===== config.mk =====
export PLATFORM = sky130hd
export DESIGN_NAME = dht22_poller
export DESIGN_NICKNAME = d
export VERILOG_FILES = /design/src/rtl/dht22_poller.sv
export SDC_FILE = /design/constraint.sdc
export NUM_CORES = 1
export LEC_CHECK = 0
export CAP_MARGIN = 20
export CORE_MARGIN = 2
export CORE_UTILIZATION = 58
export CTS_CLUSTER_SIZE = 14
export DETAILED_ROUTE_END_ITERATION = 8
export PLACE_DENSITY = 0.9
export SLEW_MARGIN = 10
export SYNTH_ARGS = -nofsm -noshare
export SYNTH_HDL_FRONTEND = slang
export SYNTH_SLANG_ARGS = --single-unit

===== constraint.sdc =====
create_clock -name clk -period 5.9 [get_ports clk]
set_clock_uncertainty 0.15 [all_clocks]
set_input_delay 0.885 -clock clk [delete_from_list [all_inputs] [get_ports clk]]
set_output_delay 0.885 -clock clk [all_outputs]
set_load 0.01 [all_outputs]

===== src/rtl/dht22_poller.sv =====
// ---------------------------------------------------------------------------
// dht22_poller
//
// Scheduler that sits in front of the single-wire DHT22 reader. It starts a
// read periodically (enable) or on request (trig), keeps successive read
// starts at least PERIOD_CYC apart, waits for the reader to return a frame or
// time out, checks the frame checksum and retries failed attempts. Only frames
// that pass the checksum are published on humidity/temperature.
//
// Parameters
//   PERIOD_CYC   minimum cycles between read starts; also the power-up holdoff
//   TIMEOUT_CYC  cycles allowed in WAIT for rd_done
//   GET_CYC      width of the rd_get pulse
//   MAX_RETRY    consecutive failed attempts before fail is pulsed (>= 1)
//
// Ports
//   clk          clock
//   reset        synchronous reset, active low
//   enable       periodic polling enable
//   trig         one-cycle request for a single read
//   rd_get       start request to the reader (GET_CYC cycles wide)
//   rd_done      reader frame complete; rd_data valid this cycle
//   rd_data      raw frame {hum[15:0], temp[15:0], sum[7:0]}
//   humidity     last verified humidity word
//   temperature  last verified temperature word (bit 15 = sign, raw)
//   valid        humidity/temperature hold a verified reading
//   update       one-cycle pulse when a new reading is published
//   err_crc      one-cycle pulse on checksum mismatch
//   err_timeout  one-cycle pulse on reader timeout
//   fail         one-cycle pulse when MAX_RETRY consecutive attempts fail
//   busy         high while in TRIGGER, WAIT or CHECK
// ---------------------------------------------------------------------------
module dht22_poller #(
    parameter int unsigned PERIOD_CYC  = 100_000_000,
    parameter int unsigned TIMEOUT_CYC = 500_000,
    parameter int unsigned GET_CYC     = 4,
    parameter int unsigned MAX_RETRY   = 3
) (
    input  logic        clk,
    input  logic        reset,
    input  logic        enable,
    input  logic        trig,
    output logic        rd_get,
    input  logic        rd_done,
    input  logic [39:0] rd_data,
    output logic [15:0] humidity,
    output logic [15:0] temperature,
    output logic        valid,
    output logic        update,
    output logic        err_crc,
    output logic        err_timeout,
    output logic        fail,
    output logic        busy
);

    // Retry counter only has to hold values up to MAX_RETRY.
    localparam int RW = (MAX_RETRY < 2) ? 1 : $clog2(MAX_RETRY + 1);

    localparam logic [31:0]   PERIOD_LAST  = 32'(PERIOD_CYC - 1);
    localparam logic [31:0]   TIMEOUT_LAST = 32'(TIMEOUT_CYC - 1);
    localparam logic [31:0]   GET_LAST     = 32'(GET_CYC - 1);
    localparam logic [RW-1:0] RETRY_LIMIT  = RW'(MAX_RETRY);

    typedef enum logic [2:0] {
        S_HOLDOFF,
        S_IDLE,
        S_TRIGGER,
        S_WAIT,
        S_CHECK
    } state_t;

    state_t        state_q, state_d;
    logic [31:0]   timer_q, timer_d;
    logic [RW-1:0] retry_cnt_q, retry_cnt_d;
    logic          retry_pend_q, retry_pend_d;
    logic          trig_pend_q, trig_pend_d;
    logic [39:0]   shadow_q, shadow_d;

    logic          rd_get_q, rd_get_d;
    logic [15:0]   hum_q, hum_d;
    logic [15:0]   temp_q, temp_d;
    logic          valid_q, valid_d;
    logic          update_q, update_d;
    logic          err_crc_q, err_crc_d;
    logic          err_tmo_q, err_tmo_d;
    logic          fail_q, fail_d;
    logic          busy_q, busy_d;

    logic          attempt_failed;
    logic [RW-1:0] retry_inc;
    logic [7:0]    sum;
    logic          start_req;

    // Checksum over the captured frame; the 8-bit result wraps mod 256.
    assign sum = shadow_q[39:32] + shadow_q[31:24] + shadow_q[23:16] + shadow_q[15:8];

    assign retry_inc = retry_cnt_q + RW'(1);

    // ------------------------------------------------------------------
    // Next-state and output logic
    // ------------------------------------------------------------------
    always_comb begin
        state_d        = state_q;
        retry_cnt_d    = retry_cnt_q;
        retry_pend_d   = retry_pend_q;
        // A trig in any state is remembered until the next read starts.
        trig_pend_d    = trig_pend_q | trig;
        shadow_d       = shadow_q;
        hum_d          = hum_q;
        temp_d         = temp_q;
        valid_d        = valid_q;
        update_d       = 1'b0;
        err_crc_d      = 1'b0;
        err_tmo_d      = 1'b0;
        fail_d         = 1'b0;
        attempt_failed = 1'b0;
        // Includes a trig arriving this very cycle so it is not delayed.
        start_req      = enable | trig_pend_d;

        unique case (state_q)
            S_HOLDOFF: begin
                if (timer_q == PERIOD_LAST) begin
                    if (retry_pend_q || start_req) state_d = S_TRIGGER;
                    else                           state_d = S_IDLE;
                end
            end

            S_IDLE: begin
                if (start_req) state_d = S_TRIGGER;
            end

            S_TRIGGER: begin
                if (timer_q == GET_LAST) state_d = S_WAIT;
            end

            S_WAIT: begin
                // rd_done has priority over a timeout landing in the same cycle.
                if (rd_done) begin
                    shadow_d = rd_data;
                    state_d  = S_CHECK;
                end else if (timer_q == TIMEOUT_LAST) begin
                    err_tmo_d      = 1'b1;
                    attempt_failed = 1'b1;
                    state_d        = S_HOLDOFF;
                end
            end

            S_CHECK: begin
                if (sum == shadow_q[7:0]) begin
                    hum_d       = shadow_q[39:24];
                    temp_d      = shadow_q[23:8];
                    valid_d     = 1'b1;
                    update_d    = 1'b1;
                    retry_cnt_d = '0;
                end else begin
                    err_crc_d      = 1'b1;
                    attempt_failed = 1'b1;
                end
                state_d = S_HOLDOFF;
            end

            default: state_d = S_HOLDOFF;
        endcase

        // Shared failure path for checksum errors and timeouts. A retry is
        // scheduled through the normal holdoff, independent of enable.
        if (attempt_failed) begin
            if (retry_inc < RETRY_LIMIT) begin
                retry_cnt_d  = retry_inc;
                retry_pend_d = 1'b1;
            end else begin
                fail_d       = 1'b1;
                valid_d      = 1'b0;
                retry_cnt_d  = '0;
                retry_pend_d = 1'b0;
            end
        end

        // Starting a read consumes any pending request.
        if (state_d == S_TRIGGER && state_q != S_TRIGGER) begin
            trig_pend_d  = 1'b0;
            retry_pend_d = 1'b0;
        end

        // Single timer, restarted on every state change.
        timer_d = (state_d != state_q) ? 32'd0 : timer_q + 32'd1;

        // Registered outputs follow the next state so they line up with it.
        rd_get_d = (state_d == S_TRIGGER);
        busy_d   = (state_d == S_TRIGGER) || (state_d == S_WAIT) || (state_d == S_CHECK);
    end

    // ------------------------------------------------------------------
    // State register
    // ------------------------------------------------------------------
    always_ff @(posedge clk) begin
        if (!reset) begin
            state_q      <= S_HOLDOFF;
            timer_q      <= 32'd0;
            retry_cnt_q  <= '0;
            retry_pend_q <= 1'b0;
            trig_pend_q  <= 1'b0;
            shadow_q     <= 40'd0;
            rd_get_q     <= 1'b0;
            hum_q        <= 16'd0;
            temp_q       <= 16'd0;
            valid_q      <= 1'b0;
            update_q     <= 1'b0;
            err_crc_q    <= 1'b0;
            err_tmo_q    <= 1'b0;
            fail_q       <= 1'b0;
            busy_q       <= 1'b0;
        end else begin
            state_q      <= state_d;
            timer_q      <= timer_d;
            retry_cnt_q  <= retry_cnt_d;
            retry_pend_q <= retry_pend_d;
            trig_pend_q  <= trig_pend_d;
            shadow_q     <= shadow_d;
            rd_get_q     <= rd_get_d;
            hum_q        <= hum_d;
            temp_q       <= temp_d;
            valid_q      <= valid_d;
            update_q     <= update_d;
            err_crc_q    <= err_crc_d;
            err_tmo_q    <= err_tmo_d;
            fail_q       <= fail_d;
            busy_q       <= busy_d;
        end
    end

    assign rd_get      = rd_get_q;
    assign humidity    = hum_q;
    assign temperature = temp_q;
    assign valid       = valid_q;
    assign update      = update_q;
    assign err_crc     = err_crc_q;
    assign err_timeout = err_tmo_q;
    assign fail        = fail_q;
    assign busy        = busy_q;

endmodule


==> results.py <==
metrics = {
    "yosys": {
        "netlist_area_um2": 5861,
        "synth_cells": 652,
        "ys_types": 48,
        "synth_top_area_share_pct": 40.31,
        "synth_edf_count": 0,
        "synth_nets": 719,
        "synth_ff_type": "dfxtp_1",
        "ys_seq_elements": 118,
        "synthTopCellsByArea": "dfxtp_1, a21oi_1, a211oi_2",
        "synth.avg_cell_area_um2": 8.989,
        "seq_area_frac_synth_pct": 40.31,
        "synth_top_cell_by_area": "dfxtp_1",
        "synth_warnings": 0,
        "async_flop_share_pct": 0,
    },
    "route": {
        "wl_per_cell_um": 19.57,
        "wirelength_um": 16790,
        "final_antenna_net_count": 0,
        "drtIter0Drc": 506,
        "drt-vias-per-instance": 6.417,
        "drt_drc_violations_left": 0,
        "vias": 5506,
        "firstDrtPassIters": 5,
    },
    "floorplanning": {
        "core_area_um2": 9774,
        "rows": 36,
        "io_pins": 84,
        "start_util_pct": 59.96,
        "dieArea_um2": 10920,
        "die_w_um": 104.5,
        "dieHeight_um": 104.5,
    },
    "power": {
        "ir_worst_vdd_mv": 0.2915,
        "leakage_uw": 0.002432,
        "powerDensity_nw_per_um2": 260.0,
    },
    "place": {
        "pre_cts_ws_ps": 1392,
        "dp.final_hpwl_um": 10860,
        "place.gp.congestion": 0.9138,
        "dp_cells": 827,
        "io_buffers": 83,
    },
    "timing": {
        "report.final.slew_viol_count": 0,
        "slew-limit-headroom_pct": 36.09,
        "period_needed_ps": 4561,
        "setup_violations": 0,
        "rsz0062_at_grt": "no",
        "fin_ws_ps": 1339,
        "hold-worst-slack_ps": 297.1,
        "fin_crit_sh_pct": 77.30,
        "final_hold_viol_count": 0,
        "setup_tns_ps": 0,
        "fmax_mhz": 219.3,
        "worst_pin_slew_ps": 958.6,
    },
    "clocking": {
        "cts_buffer_depth": 2,
        "path_clk_slew_ps": 60,
        "cts-resized-gates": 0,
        "clock-sinks": 118,
        "cts_root_buf": "clkbuf_8",
        "cts_made_buffers": 17,
        "ctsHtreeMaxLevel": 4,
        "cts_tree": "yes",
        "cts-hold-fix-buffers": 0,
        "cts_setup_buffers": 0,
        "clock_latency_ps": 520,
    },
    "grt": {
        "overflow": 0,
        "track_usage_pct": 31.38,
        "antenna_found_initial": 0,
        "grt_pass1_vias": 5543,
        "grt_max_degree": 80,
        "grt_pass1_wl_um": 27430,
    },
    "run_status": {
        "status": "finished, final reports clean",
    },
    "run": {
        "cap_violations": 0,
    },
    "cells_and_area": {
        "area_growth_pct": 24.68,
        "layout_commonest_cell": "dfxtp_1",
        "num_antenna_cells": 0,
        "multi_input_area_um2": 3194,
        "finish.utilization_pct": 74.76,
        "fin_cells": 858,
        "nFillCells": 656,
        "mostFrequentLayoutCells": "dfxtp_1, nand2_1, clkdlybuf4s50_1",
        "drive_above_1_share_pct": 11.59,
        "seqCellArea_um2": 2362,
        "nets": 780,
    },
    "worst_setup_path": {
        "r2r_setup_slack_ps": 1340,
        "r2r_cells": 13,
        "reg2reg_to": "temperature[3]$_SDFFE_PN0P_",
        "endpoint_kind": "flop",
        "cp-startpoint": "shadow_q[9]$_SDFFE_PN0P_",
        "worstPathRequired_ps": 6110,
        "arrival_ps": 4770,
        "rr_startpoint": "shadow_q[9]$_SDFFE_PN0P_",
        "startpoint_type": "flop",
        "critPathMaxFanout": 20,
        "endpoint": "temperature[3]$_SDFFE_PN0P_",
        "critPathKind": "reg -> reg",
    },
    "worst_hold_path": {
        "hp-class": "reg -> reg",
        "min-delay-start": "timer_q[0]$_SDFF_PP0_",
    },
}
## report_power, final
group / internal [µW] / switching, µW
sequential: 800 / 2.27
clock: 678 / 365
combinational: 30.4 / 24.8
## layer usage
metal | vias up | part of all wire, % | global-route usage [%]
met4 | 0 | 2.6 | 12.26
met1 | 2651 | 39 | 37.85
met5 | - | 0 | 0
met3 | 56 | 8.8 | 8.584
met2 | 329 | 50 | 53.08
li1 | 2470 | - | -
## worst min path at each step
stage / end / cells past startpoint
after global placement: timer_q[0]$_SDFF_PP0_ / 1
after global routing: timer_q[0]$_SDFF_PP0_ / 1
after CTS: timer_q[0]$_SDFF_PP0_ / 1
final: timer_q[0]$_SDFF_PP0_ / 1
after detailed placement: timer_q[0]$_SDFF_PP0_ / 1
after floorplan: timer_q[0]$_SDFF_PP0_ / 1
## sequential cells by signal (all words and copies together) (netlist names)
register and count:
busy 1, err_crc 1, err_timeout 1, fail 1, humidity 16, rd_get 1
retry_cnt_q 2, retry_pend_q 1, shadow_q 40, state_q 3, temperature 16, timer_q 32
trig_pend_q 1, update 1, valid 1
## cell families (layout without fill, tap and decap cells)
logic type / after synthesis / count (layout) / share of synthesized area, %
buffers and inverters: 70 / 143 / 5.529
AO/OA/AOI/OAI: 163 / 163 / 20.00
multiplexers: 2 / 2 / 0.3629
flip-flops: 118 / 118 / 40.31
AND/OR/NAND/NOR: 234 / 234 / 20.41
adder cells (fa/ha/maj): 22 / 22 / 6.490
XOR/XNOR: 43 / 43 / 6.896
## critical path, cell delays in order (launching register included)
cell	delay (ps)
dfxtp_1	340
fa_1	530
inv_1	50
fa_1	490
inv_1	40
ha_1	220
fa_1	420
xnor2_1	230
xnor2_1	110
a211oi_1	310
nand4bb_1	640
buf_4	470
o31ai_1	280
a21oi_1	130
## cells in the mapped netlist (5+ instances only)
| cell | number |
|---|---|
| a211oi_1 | 6 |
| buf_6 | 6 |
| o21ai_0 | 5 |
| a211oi_2 | 30 |
| clkbuf_1 | 32 |
| buf_2 | 13 |
| nand2_1 | 96 |
| xnor2_1 | 25 |
| nor4_1 | 11 |
| nand4_1 | 44 |
| inv_1 | 17 |
| a21oi_1 | 80 |
| o31ai_1 | 32 |
| and4_1 | 6 |
| dfxtp_1 | 118 |
| xor2_1 | 16 |
| nor2_1 | 27 |
| ha_1 | 8 |
| fa_1 | 14 |
| nand3_1 | 16 |
## per-stage QoR
step	area, µm²	total power (µW)
after global placement	6696	871.4
after global routing	7307	1941
after CTS	7307	1893
after detailed placement	6724	872.9
after floorplan	5861	839.3
final	7307	1900
## layout make-up
class                   count  area share, %
multi-input cells         464          43.72
clock inverters            11          2.158
well taps                 133          2.277
flip-flops and latches    118          32.33
inverters                  18         0.9247
clock buffers              20          5.822
repair buffers             94          12.77
Power figures use the tool's default switching activity.
